--- config.mk ---
export PLATFORM = sky130hd
export DESIGN_NAME = fx_mac_seq_flat
export DESIGN_NICKNAME = d
export VERILOG_FILES = /design/src/rtl/fx_mac_pkg.sv /design/src/rtl/fx_mac_seq_if.sv /design/src/rtl/fx_mac_seq_cnt.sv /design/src/rtl/fx_mac_seq.sv /design/src/flat_wrapper.sv
export SDC_FILE = /design/constraint.sdc
export NUM_CORES = 1
export LEC_CHECK = 0
export ABC_CLOCK_PERIOD_IN_PS = 3500
export BUFFER_PORTS_ARGS = -buffer_cell sky130_fd_sc_hd__buf_2
export CAP_MARGIN = 10
export CORE_UTILIZATION = 50
export CTS_CLUSTER_DIAMETER = 30
export DETAILED_ROUTE_END_ITERATION = 10
export PLACE_DENSITY_LB_ADDON = 0.12
export SLEW_MARGIN = 40
export SYNTH_ARGS = -nofsm -noshare
export SYNTH_HDL_FRONTEND = slang
export SYNTH_HIERARCHICAL = 1
export SYNTH_SLANG_ARGS = --single-unit
export TNS_END_PERCENT = 30
--- constraint.sdc ---
create_clock -name clk -period 3.5 [get_ports clk]
set_clock_uncertainty 0.05 [all_clocks]
set_input_delay 0 -clock clk [delete_from_list [all_inputs] [get_ports clk]]
set_output_delay 0 -clock clk [all_outputs]
set_load 0.03 [all_outputs]
--- src/rtl/fx_mac_pkg.sv ---
// Shared definitions for the fixed-point MAC sequencer slice.
//  - Sequencer state encoding.
//  - Operand width and window length defaults shared with the MAC.
//  - MAC idle-clear depth and the minimum legal inter-window gap it implies.
//  - clog2_min1: address width helper that never returns 0.
package fx_mac_pkg;

  localparam int unsigned FX_WIDTH      = 8;
  localparam int unsigned FX_K          = 9;
  localparam int unsigned MAC_CLR_DEPTH = 5;
  localparam int unsigned MIN_GAP_CYC   = MAC_CLR_DEPTH + 1;

  typedef enum logic [2:0] {
    S_IDLE,
    S_FEED,
    S_DRAIN,
    S_GAP,
    S_DONE
  } seq_state_t;

  function automatic int unsigned clog2_min1(input int unsigned v);
    return (v > 1) ? $clog2(v) : 1;
  endfunction

endpackage

--- src/rtl/fx_mac_seq_if.sv ---
// Bus bundle between the MAC sequencer, the weight/data memories, the MAC
// and the result buffer.
//  master (sequencer): drives w_addr, d_addr, rd_en, mac_vld, mac_win,
//                      mac_din, res_we, res_addr, res_data;
//                      receives w_rdata, d_rdata, mac_vld_o, mac_acc.
//  slave  (environment): the mirror image.
interface fx_mac_seq_if #(
  parameter int unsigned WIDTH = 8,
  parameter int unsigned AW_W  = 8,
  parameter int unsigned AW_D  = 4,
  parameter int unsigned AW_O  = 4
);
  logic [AW_W-1:0]  w_addr;
  logic [AW_D-1:0]  d_addr;
  logic             rd_en;
  logic [WIDTH-1:0] w_rdata;
  logic [WIDTH-1:0] d_rdata;
  logic             mac_vld;
  logic [WIDTH-1:0] mac_win;
  logic [WIDTH-1:0] mac_din;
  logic             mac_vld_o;
  logic [WIDTH-1:0] mac_acc;
  logic             res_we;
  logic [AW_O-1:0]  res_addr;
  logic [WIDTH-1:0] res_data;

  modport master (
    output w_addr, d_addr, rd_en, mac_vld, mac_win, mac_din,
           res_we, res_addr, res_data,
    input  w_rdata, d_rdata, mac_vld_o, mac_acc
  );

  modport slave (
    input  w_addr, d_addr, rd_en, mac_vld, mac_win, mac_din,
           res_we, res_addr, res_data,
    output w_rdata, d_rdata, mac_vld_o, mac_acc
  );
endinterface

--- src/rtl/fx_mac_seq_cnt.sv ---
// Generic up-counter with synchronous load, count enable and terminal flag.
//  clk, rst    : clock, synchronous active-high reset (count -> 0)
//  i_load      : load i_load_val (priority over i_en)
//  i_en        : increment by one
//  i_load_val  : load value
//  i_tc_val    : terminal value compared against the current count
//  o_cnt       : current count
//  o_tc        : high while o_cnt == i_tc_val
module fx_mac_seq_cnt #(
  parameter int unsigned W = 4
) (
  input  logic         clk,
  input  logic         rst,
  input  logic         i_load,
  input  logic         i_en,
  input  logic [W-1:0] i_load_val,
  input  logic [W-1:0] i_tc_val,
  output logic [W-1:0] o_cnt,
  output logic         o_tc
);

  logic [W-1:0] r_cnt;

  always_ff @(posedge clk) begin
    if (rst)         r_cnt <= '0;
    else if (i_load) r_cnt <= i_load_val;
    else if (i_en)   r_cnt <= r_cnt + W'(1);
  end

  assign o_cnt = r_cnt;
  assign o_tc  = (r_cnt == i_tc_val);

endmodule

--- src/rtl/fx_mac_seq.sv ---
// Sequencer for one fixed-point MAC unit. Per start pulse it runs NUM_OUT
// windows: K weight/data reads streamed into the MAC, wait for the MAC
// result, write it to the result buffer at index o, then idle GAP_CYC cycles
// so the MAC self-clears before the next window.
//  clk, rst : clock, synchronous active-high reset
//  start    : job request, honoured only in IDLE after the post-reset hold-off
//  busy     : job in progress (FEED/DRAIN/GAP)
//  done     : 1-cycle pulse once the job has finished
//  err      : sticky MAC-result watchdog error, cleared by start or rst
//  bus      : memory read port, MAC operand/result and result-buffer write
// Optional build macro FX_MAC_SEQ_TIMEOUT_EN: DRAIN gives up after TMO_CYC
// cycles without a MAC result, sets err and finishes the job without a write.
// Without it DRAIN waits indefinitely and err stays 0.
module fx_mac_seq
  import fx_mac_pkg::*;
#(
  parameter int unsigned WIDTH   = FX_WIDTH,
  parameter int unsigned K       = FX_K,
  parameter int unsigned NUM_OUT = 16,
  parameter int unsigned GAP_CYC = MIN_GAP_CYC,
  parameter int unsigned TMO_CYC = 32,
  parameter int unsigned AW_W    = clog2_min1(NUM_OUT * K),
  parameter int unsigned AW_D    = clog2_min1(K),
  parameter int unsigned AW_O    = clog2_min1(NUM_OUT)
) (
  input  logic clk,
  input  logic rst,
  input  logic start,
  output logic busy,
  output logic done,
  output logic err,
  fx_mac_seq_if.master bus
);

  localparam int unsigned T_MAX = (GAP_CYC > TMO_CYC) ? GAP_CYC : TMO_CYC;
  localparam int unsigned TW    = clog2_min1(T_MAX + 1);

  seq_state_t r_state, w_state_nxt;

  logic [AW_D-1:0]  w_k;
  logic             w_k_tc, w_k_load, w_k_en;
  logic [AW_O-1:0]  w_o;
  logic             w_o_tc, w_o_load, w_o_en;
  logic [TW-1:0]    w_t, w_t_lim;
  logic             w_t_tc, w_t_load, w_t_en;

  logic             r_rst_wait;
  logic             r_mac_vld;
  logic             r_res_we;
  logic [AW_O-1:0]  r_res_addr;
  logic [WIDTH-1:0] r_res_data;
  logic [AW_W-1:0]  r_base;
  logic             r_err;

  logic             w_start_ok;
  logic             w_acc_take;
  logic             w_tmo;

  assign w_start_ok = (r_state == S_IDLE) && start && !r_rst_wait;
  assign w_acc_take = (r_state == S_DRAIN) && bus.mac_vld_o;

`ifdef FX_MAC_SEQ_TIMEOUT_EN
  assign w_tmo = (r_state == S_DRAIN) && !bus.mac_vld_o && w_t_tc;
`else
  assign w_tmo = 1'b0;
`endif

  // ---------------- state register ----------------
  always_ff @(posedge clk) begin
    if (rst) r_state <= S_IDLE;
    else     r_state <= w_state_nxt;
  end

  // ---------------- next-state logic ----------------
  always_comb begin
    w_state_nxt = r_state;
    unique case (r_state)
      S_IDLE:  if (w_start_ok) w_state_nxt = S_FEED;
      S_FEED:  if (w_k_tc)     w_state_nxt = S_DRAIN;
      S_DRAIN: begin
        if (w_acc_take)  w_state_nxt = w_o_tc ? S_DONE : S_GAP;
        else if (w_tmo)  w_state_nxt = S_DONE;
      end
      S_GAP:   if (w_t_tc)     w_state_nxt = S_FEED;
      S_DONE:                  w_state_nxt = S_IDLE;
      default:                 w_state_nxt = S_IDLE;
    endcase
  end

  // ---------------- FSM outputs ----------------
  always_comb begin
    busy       = (r_state == S_FEED) || (r_state == S_DRAIN) || (r_state == S_GAP);
    done       = (r_state == S_DONE);
    bus.rd_en  = (r_state == S_FEED);
  end

  // ---------------- counter control ----------------
  // One timer serves three purposes: post-reset hold-off in IDLE, the
  // inter-window gap in GAP and (optionally) the result watchdog in DRAIN.
  always_comb begin
    w_k_load = (r_state == S_FEED) && w_k_tc;
    w_k_en   = (r_state == S_FEED);

    w_o_load = w_start_ok;
    w_o_en   = (r_state == S_GAP) && w_t_tc;

    w_t_load = ((r_state == S_FEED) && w_k_tc) || w_acc_take;
    w_t_en   = !w_t_tc &&
               (((r_state == S_IDLE) && r_rst_wait) || (r_state == S_GAP));
`ifdef FX_MAC_SEQ_TIMEOUT_EN
    if ((r_state == S_DRAIN) && !w_t_tc) w_t_en = 1'b1;
`endif
    w_t_lim  = (r_state == S_DRAIN) ? TW'(TMO_CYC - 1) : TW'(GAP_CYC - 1);
  end

  fx_mac_seq_cnt #(.W(AW_D)) u_cnt_k (
    .clk        (clk),
    .rst        (rst),
    .i_load     (w_k_load),
    .i_en       (w_k_en),
    .i_load_val ('0),
    .i_tc_val   (AW_D'(K - 1)),
    .o_cnt      (w_k),
    .o_tc       (w_k_tc)
  );

  fx_mac_seq_cnt #(.W(AW_O)) u_cnt_o (
    .clk        (clk),
    .rst        (rst),
    .i_load     (w_o_load),
    .i_en       (w_o_en),
    .i_load_val ('0),
    .i_tc_val   (AW_O'(NUM_OUT - 1)),
    .o_cnt      (w_o),
    .o_tc       (w_o_tc)
  );

  fx_mac_seq_cnt #(.W(TW)) u_cnt_t (
    .clk        (clk),
    .rst        (rst),
    .i_load     (w_t_load),
    .i_en       (w_t_en),
    .i_load_val ('0),
    .i_tc_val   (w_t_lim),
    .o_cnt      (w_t),
    .o_tc       (w_t_tc)
  );

  // ---------------- datapath registers ----------------
  always_ff @(posedge clk) begin
    if (rst) begin
      r_rst_wait <= 1'b1;
      r_mac_vld  <= 1'b0;
      r_res_we   <= 1'b0;
      r_res_addr <= '0;
      r_res_data <= '0;
      r_base     <= '0;
      r_err      <= 1'b0;
    end else begin
      r_mac_vld <= (r_state == S_FEED);
      r_res_we  <= w_acc_take;
      if (w_acc_take) begin
        r_res_addr <= w_o;
        r_res_data <= bus.mac_acc;
      end
      // Running window base replaces o*K.
      if (w_start_ok)                        r_base <= '0;
      else if ((r_state == S_GAP) && w_t_tc) r_base <= r_base + AW_W'(K);
      if ((r_state == S_IDLE) && r_rst_wait && w_t_tc) r_rst_wait <= 1'b0;
`ifdef FX_MAC_SEQ_TIMEOUT_EN
      if (w_start_ok) r_err <= 1'b0;
      else if (w_tmo) r_err <= 1'b1;
`else
      r_err <= 1'b0;
`endif
    end
  end

  assign err          = r_err;
  assign bus.w_addr   = r_base + AW_W'(w_k);
  assign bus.d_addr   = w_k;
  assign bus.mac_vld  = r_mac_vld;
  // Operands pass straight through while valid; forced to 0 otherwise so the
  // MAC-side outputs are clean during reset and idle.
  assign bus.mac_win  = r_mac_vld ? bus.w_rdata : '0;
  assign bus.mac_din  = r_mac_vld ? bus.d_rdata : '0;
  assign bus.res_we   = r_res_we;
  assign bus.res_addr = r_res_addr;
  assign bus.res_data = r_res_data;

  // w_t is only consumed through its terminal flag.
  logic w_unused;
  assign w_unused = ^w_t;

endmodule

--- src/flat_wrapper.sv ---
// flat-port wrapper written by rule: the top's interface ports become plain ports
module fx_mac_seq_flat import fx_mac_pkg::*;
#(
  parameter int unsigned WIDTH   = FX_WIDTH,
  parameter int unsigned K       = FX_K,
  parameter int unsigned NUM_OUT = 16,
  parameter int unsigned GAP_CYC = MIN_GAP_CYC,
  parameter int unsigned TMO_CYC = 32,
  parameter int unsigned AW_W    = clog2_min1(NUM_OUT * K),
  parameter int unsigned AW_D    = clog2_min1(K),
  parameter int unsigned AW_O    = clog2_min1(NUM_OUT)
)
  (clk, rst, start, busy, done, err, bus_w_addr, bus_d_addr, bus_rd_en, bus_mac_vld, bus_mac_win, bus_mac_din, bus_res_we, bus_res_addr, bus_res_data, bus_w_rdata, bus_d_rdata, bus_mac_vld_o, bus_mac_acc);
  fx_mac_seq_if #(.WIDTH(WIDTH), .AW_W(AW_W), .AW_D(AW_D), .AW_O(AW_O)) bus_i ();
  input  logic clk;
  input  logic rst;
  input  logic start;
  output logic busy;
  output logic done;
  output logic err;
  output wire logic [$bits(bus_i.w_addr)-1:0] bus_w_addr;
  output wire logic [$bits(bus_i.d_addr)-1:0] bus_d_addr;
  output wire logic [$bits(bus_i.rd_en)-1:0] bus_rd_en;
  output wire logic [$bits(bus_i.mac_vld)-1:0] bus_mac_vld;
  output wire logic [$bits(bus_i.mac_win)-1:0] bus_mac_win;
  output wire logic [$bits(bus_i.mac_din)-1:0] bus_mac_din;
  output wire logic [$bits(bus_i.res_we)-1:0] bus_res_we;
  output wire logic [$bits(bus_i.res_addr)-1:0] bus_res_addr;
  output wire logic [$bits(bus_i.res_data)-1:0] bus_res_data;
  input wire logic [$bits(bus_i.w_rdata)-1:0] bus_w_rdata;
  input wire logic [$bits(bus_i.d_rdata)-1:0] bus_d_rdata;
  input wire logic [$bits(bus_i.mac_vld_o)-1:0] bus_mac_vld_o;
  input wire logic [$bits(bus_i.mac_acc)-1:0] bus_mac_acc;
  assign bus_w_addr = bus_i.w_addr;
  assign bus_d_addr = bus_i.d_addr;
  assign bus_rd_en = bus_i.rd_en;
  assign bus_mac_vld = bus_i.mac_vld;
  assign bus_mac_win = bus_i.mac_win;
  assign bus_mac_din = bus_i.mac_din;
  assign bus_res_we = bus_i.res_we;
  assign bus_res_addr = bus_i.res_addr;
  assign bus_res_data = bus_i.res_data;
  assign bus_i.w_rdata = bus_w_rdata;
  assign bus_i.d_rdata = bus_d_rdata;
  assign bus_i.mac_vld_o = bus_mac_vld_o;
  assign bus_i.mac_acc = bus_mac_acc;
  fx_mac_seq #(.WIDTH(WIDTH), .K(K), .NUM_OUT(NUM_OUT), .GAP_CYC(GAP_CYC), .TMO_CYC(TMO_CYC), .AW_W(AW_W), .AW_D(AW_D), .AW_O(AW_O)) u_core (.clk(clk), .rst(rst), .start(start), .busy(busy), .done(done), .err(err), .bus(bus_i));
endmodule
* Yosys cells after proc, flatten, opt, wreduce, memory -nomap -nowiden
Cells that the tools add are included.
W data, S select, Z words.
** Storage, ports and cells
- Flip-flop bits (word level) :: 40
- Latch bits :: 0
- Memory bits (writable) :: 0
- ROM bits :: 0
- Word-level logic and storage cells :: 54
- Memories kept :: 0
** Operators by class
- Add/sub/neg operators :: 5
- $mul :: 0
- Divide/modulo/power cells :: 0
- $lt $le $gt $ge :: 0
- Equal/unequal tests :: 11
- Shift operators :: 0
- Muxes and demuxes :: 9
- Bitwise operators :: 0
- Reduce and logical (&&, ||, !) cells :: 19
** Operators with widths (count)
- $mux W8 :: 2
- $mux W3 :: 5
- $pmux W3 S4 :: 1
- $add A4 B1 Y4 const B :: 2
- $add A8 B4 Y8 :: 1
- $add A8 B4 Y8 const B :: 1
- $eq A4 B4 Y1 const B :: 2
- $logic_and A1 B1 Y1 :: 8
- $add A6 B1 Y6 const B :: 1
- $eq A3 B2 Y1 const B :: 2
- $eq A6 B6 Y1 :: 1
- $ne A2 B1 Y1 const B :: 3
- $reduce_or A2 Y1 :: 3
- $mux W5 :: 1
- $logic_or A1 B1 Y1 :: 4
- $reduce_and A4 Y1 :: 1
- $eq A3 B1 Y1 const B :: 1
- $eq A3 B3 Y1 const B :: 1
- $logic_not A3 Y1 :: 1
- $logic_not A1 Y1 :: 2
- $ne A2 B2 Y1 const B :: 1

* Longest topological paths before layout
- Depth after elaboration :: 5
- Depth in mapped cells :: 11

* By module
The synthesis kept the hierarchy.
** Modules (own cells, without submodules)
- fx_mac_seq :: times used 1, cells each 181, area each 1426.4 sq um
- fx_mac_seq_cnt (u_core.u_cnt_k ...) :: times used 2, cells each 27, area each 246.5 sq um
- fx_mac_seq_cnt (u_core.u_cnt_t) :: times used 1, cells each 40, area each 357.8 sq um

* Worst setup path after synthesis
No wires, ideal clock.
- Path type :: register to register
- Start :: register u_core.r_state[2]
- End :: register u_core.u_cnt_o.r_cnt[1] (netlist: u_core/u_cnt_o/o_cnt[1])
- Setup time :: 0.114 ns
- Data arrival time :: 2.261 ns
- Required time :: 3.336 ns
- Slack :: 1.074 ns
- Cell stages (with the launch flop) :: 12
- Period minus slack after synthesis :: 2.426 ns
- Cell sequence :: dfxtp_1 > clkbuf_2 > nor2_1 > and2_1 > xnor2_1 > nand4_1 > nor3_1 > nand4b_2 > inv_1 > mux2_1 > mux2i_1 > nor2_1
** Between the ends
- Word-level cells in the longest chain between the ends :: 4
- Elaborated cells between the ends (all ways) :: 9
** Ends and longest elaborated chain
- start: declaration :: RTL line fx_mac_seq.sv:38 : seq_state_t r_state, w_state_nxt;
- start signal: assignment :: RTL line fx_mac_seq.sv:71 : else r_state <= w_state_nxt;
- $eq A3 B2 Y1 :: RTL line fx_mac_seq.sv:113 : w_t_lim = (r_state == S_DRAIN) ? TW'(TMO_CYC - 1) : TW'(GAP_CYC - 1);
- $mux W5 :: RTL line fx_mac_seq.sv:113
- net u_core.w_t_lim[1] :: RTL line fx_mac_seq.sv:44 : logic [TW-1:0] w_t, w_t_lim;
- $eq A6 B6 Y1 :: RTL line fx_mac_seq_cnt.sv:31 : assign o_tc = (r_cnt == i_tc_val);
- net u_core.w_t_tc :: RTL line fx_mac_seq.sv:45 : logic w_t_tc, w_t_load, w_t_en;
- $logic_and A1 B1 Y1 :: RTL line fx_mac_seq.sv:105 : w_o_en = (r_state == S_GAP) && w_t_tc;
- net u_core.w_o_en :: RTL line fx_mac_seq.sv:43 : logic w_o_tc, w_o_load, w_o_en;
- end signal: assignment :: RTL line fx_mac_seq_cnt.sv:26 : else if (i_load) r_cnt <= i_load_val;
- end signal: assignment :: RTL line fx_mac_seq_cnt.sv:27 : else if (i_en) r_cnt <= r_cnt + W'(1);
- end: declaration :: RTL line fx_mac_seq_cnt.sv:22 : logic [W-1:0] r_cnt;
The timed path passes the listed nets, and every way through them passes these cells.
A chain may end at the register's enable or synchronous reset.

* Final worst setup path
- Start :: register u_core.r_state[1]
- End :: register u_core.u_cnt_o.r_cnt[1] (netlist: u_core/u_cnt_o/o_cnt[1])
Same word-level chain as after synthesis.

==> flow_summary.json <==
{
  "fillers": 384,
  "worstPathArrival_ns": 2.98,
  "cp-end-kind": "flip-flop",
  "start_util": 0.523,
  "r2r_start": "u_core/r_state[1]",
  "yosysWarnings": 6,
  "p_per_area_mw_per_mm2": 502,
  "wl_per_cell_um": 11.0,
  "synth-seq-cells": 40,
  "dieArea_mm2": 0.00483,
  "antenna_found_initial": 0,
  "drc_errors": 0,
  "hp-class": "in2reg",
  "r2r_slack_ns": 0.64,
  "synth_area_per_cell_um2": 8.28,
  "status": "finished, final reports clean",
  "tightest_slew_ns": 0.791,
  "cts_setup_buffers": 0,
  "path_max_fanout": 14,
  "wl_mm": 4.71,
  "io_pins": 74,
  "antenna_left": 0,
  "max_stage_delay_ns": 0.59,
  "die_w_um": 69.5,
  "path_clk_slew_ns": 0.08,
  "grt_start_max_net_pins": 33,
  "netlist_instances": 275,
  "grt_pass1_wl_mm": 8.01,
  "die_h_um": 69.5,
  "fin_crit_ns": 2.86,
  "cts.path.max_buffers": 2,
  "rsz0062_at_grt": "false",
  "r2r_end": "u_core/u_cnt_o/o_cnt[1]",
  "clk_latency_ns": 0.29,
  "min_from": "rst",
  "core_region_area_mm2": 0.00435,
  "drive_gt1_frac": 0.229,
  "numCtsBuffers": 5,
  "drt-initial-drc-count": 50,
  "root_buffer": "clkbuf_8",
  "port_buffers": 72,
  "max_freq_mhz": 350,
  "syn-cell-area_mm2": 0.00228,
  "worstSetupStartpointType": "flip-flop",
  "rows": 24,
  "design_area_mm2": 0.00291,
  "gr-total-overflow": 0,
  "cts.sinks": 40,
  "num-nets-final": 413,
  "p_leak_nw": 1.41,
  "crit_type": "reg2reg",
  "grt_pass1_vias": 1837,
  "dr.pass1.iters": 4,
  "cts_tree": "done",
  "finalSetupViolations": 0,
  "h-tree-depth": 2,
  "cpMaxStageDelayCell": "dfxtp_1",
  "power_mw": 1.46,
  "setup_tns_ns": 0,
  "max-vdd-ir-drop_mv": 0.365,
  "whs_endpoint": "u_core/u_cnt_t/o_cnt[1]",
  "hold_depth": 2,
  "route.vias.total": 2054,
  "diodes": 0,
  "grt_use_total": 0.205,
  "vias_per_cell": 4.80,
  "place_area_mm2": 0.00275,
  "ctsResizeCount": 0,
  "reg2regPathDepth": 9,
  "path_cells": "and2_1 > xnor2_1 > nand4_1 > nor3_1 > nand4b_2 > inv_1 > mux2_1 > mux2i_1 > nor2_1",
  "ys_seq_area_frac": 0.352,
  "slew_headroom": 0.470,
  "dp_hpwl_mm": 3.45,
  "syn_to_final_growth_pct": 27.7,
  "globalplace.congestion": 0.855,
  "finalHoldViolCount": 0,
  "synthDistinctLibCells": 42,
  "finalCritPeriodShare": 0.817,
  "max_cap_viol_count": 0,
  "critPathRequiredTime_ns": 3.62,
  "final_max_slew_viol_count": 0
}
-- metal layers --
metal  GRT usage  part of all wire  vias to the layer above
li1            -                 -                     1092
met1       0.253              0.48                      925
met2       0.350              0.48                       29
met3      0.0320             0.023                        8
met4      0.0930             0.017                        0
met5           0                 0                        -
-- cell usage after synthesis (all sizes together) --
| master | count | share of area |
|---|---|---|
| a211oi | 6 | 0.020 |
| a311oi | 1 | 0.0038 |
| clkbuf | 6 | 0.010 |
| xor2 | 18 | 0.069 |
| nor2b | 2 | 0.0055 |
| nand4 | 5 | 0.014 |
| nor4b | 1 | 0.0066 |
| nor2 | 26 | 0.043 |
| and2 | 19 | 0.052 |
| a21o | 3 | 0.0099 |
| a31oi | 2 | 0.0055 |
| nor4 | 2 | 0.0055 |
| nand2b | 2 | 0.0055 |
| o21ai | 5 | 0.011 |
| ha | 8 | 0.044 |
| nand2 | 35 | 0.058 |
| nor3b | 2 | 0.0066 |
| o2111ai | 1 | 0.0038 |
| nor3 | 7 | 0.015 |
| a21oi | 19 | 0.042 |
| buf | 5 | 0.013 |
| a2111oi | 2 | 0.011 |
| dfxtp | 40 | 0.35 |
| mux2 | 4 | 0.020 |
| or3 | 1 | 0.0027 |
| and3 | 2 | 0.0055 |
| nand4b | 1 | 0.0066 |
| or4b | 1 | 0.0044 |
| fa | 1 | 0.0088 |
| or2 | 1 | 0.0027 |
| inv | 13 | 0.021 |
| mux2i | 6 | 0.026 |
| o21a | 5 | 0.016 |
| conb | 2 | 0.0033 |
| nand3 | 3 | 0.0066 |
| xnor2 | 18 | 0.069 |
-- logic make-up (layout without fill, tap and decap cells) --
logic type / Yosys count / in the layout / synth area share
AO/OA/AOI/OAI: 44 / 44 / 0.123
XOR/XNOR: 36 / 36 / 0.138
adder cells (fa/ha/maj): 9 / 9 / 0.0527
buffers and inverters: 24 / 101 / 0.0445
flip-flops: 40 / 40 / 0.352
multiplexers: 10 / 10 / 0.0462
other: 2 / 26 / 0.00330
AND/OR/NAND/NOR: 110 / 110 / 0.240
-- worst max-delay path: cells and delay by family (launching register included) --
family | cells | cell delay (ns)
DFF | 1 | 0.59
muxes | 2 | 0.50
and+or+nand+nor | 5 | 1.17
xor gates and xnor gates | 1 | 0.14
buffers and inverters | 1 | 0.29
-- area by class of cell --
class	instances	area [µm²]	share of cell area
multi-input cells	235	1470	0.504
flip-flops and latches	40	801	0.275
repair buffers	81	448	0.154
clock buffers	5	68.8	0.0237
well taps	52	65.1	0.0224
inverters	13	48.8	0.0168
clock inverters	2	12.5	0.00430
-- worst max path at each step --
stage                           start                      end  slack, ns
CTS                 u_core/r_state[1]  u_core/u_cnt_o/o_cnt[1]       0.65
detailed placement  u_core/r_state[1]  u_core/u_cnt_o/o_cnt[1]       0.67
finish              u_core/r_state[1]  u_core/u_cnt_o/o_cnt[1]       0.64
floorplan           u_core/r_state[2]  u_core/u_cnt_o/o_cnt[1]       1.07
global placement    u_core/r_state[1]  u_core/u_cnt_o/o_cnt[1]       0.82
global route        u_core/r_state[1]  u_core/u_cnt_o/o_cnt[1]       0.43
-- metrics by stage --
| step | worst slack (ns) | hold slack, ns | utilization | instances |
|---|---|---|---|---|
| 2_1_floorplan | 1.07 | 0.0221 | - | 299 |
| 3_3_place_gp | 0.815 | 0.190 | 0.631 | 413 |
| 3_5_place_dp | 0.673 | 0.198 | 0.631 | 413 |
| 4_1_cts | 0.653 | 0.138 | 0.668 | 428 |
| 5_1_grt | 0.433 | 0.166 | 0.668 | 428 |
| 6_report | 0.640 | 0.135 | 0.668 | 428 |
-- sequential cells by signal (all words and copies together) (netlist names) --
register and cells:
u_core/bus.mac_vld 1, u_core/bus.res_addr 4, u_core/bus.res_data 8, u_core/bus.res_we 1, u_core/r_base 8, u_core/r_rst_wait 1
u_core/r_state 3, u_core/u_cnt_k/o_cnt 4, u_core/u_cnt_o/o_cnt 4, u_core/u_cnt_t/o_cnt 6
-- where the power goes --
part / leakage [nW] / internal, mW / switching, mW
registers: 0.323 / 0.514 / 0.0891
clock network: 0.0400 / 0.135 / 0.157
logic: 1.04 / 0.222 / 0.345
-- what timing repair did --
action                                 4_1_cts  5_1_grt
setup endpoints to repair                    0        0
endpoints found under the hold margin        8        0
hold buffers                                 8        0
-- placed cells by master (no fill, tap or decap), types with 3 or more instances in the layout --
master	count
a21oi_1	19
a211oi_1	6
and2_1	19
nand3_1	3
o21a_1	5
a21o_1	3
o21ai_0	4
xnor2_1	18
nor2_1	26
mux2i_1	6
nand4_1	5
xor2_1	18
conb_1	26
dfxtp_1	40
inv_1	13
nand2_1	35
ha_1	8
nor3_1	7
dlygate4sd3_1	8
buf_2	72
clkbuf_8	5
(Power assumes the default switching activity.)
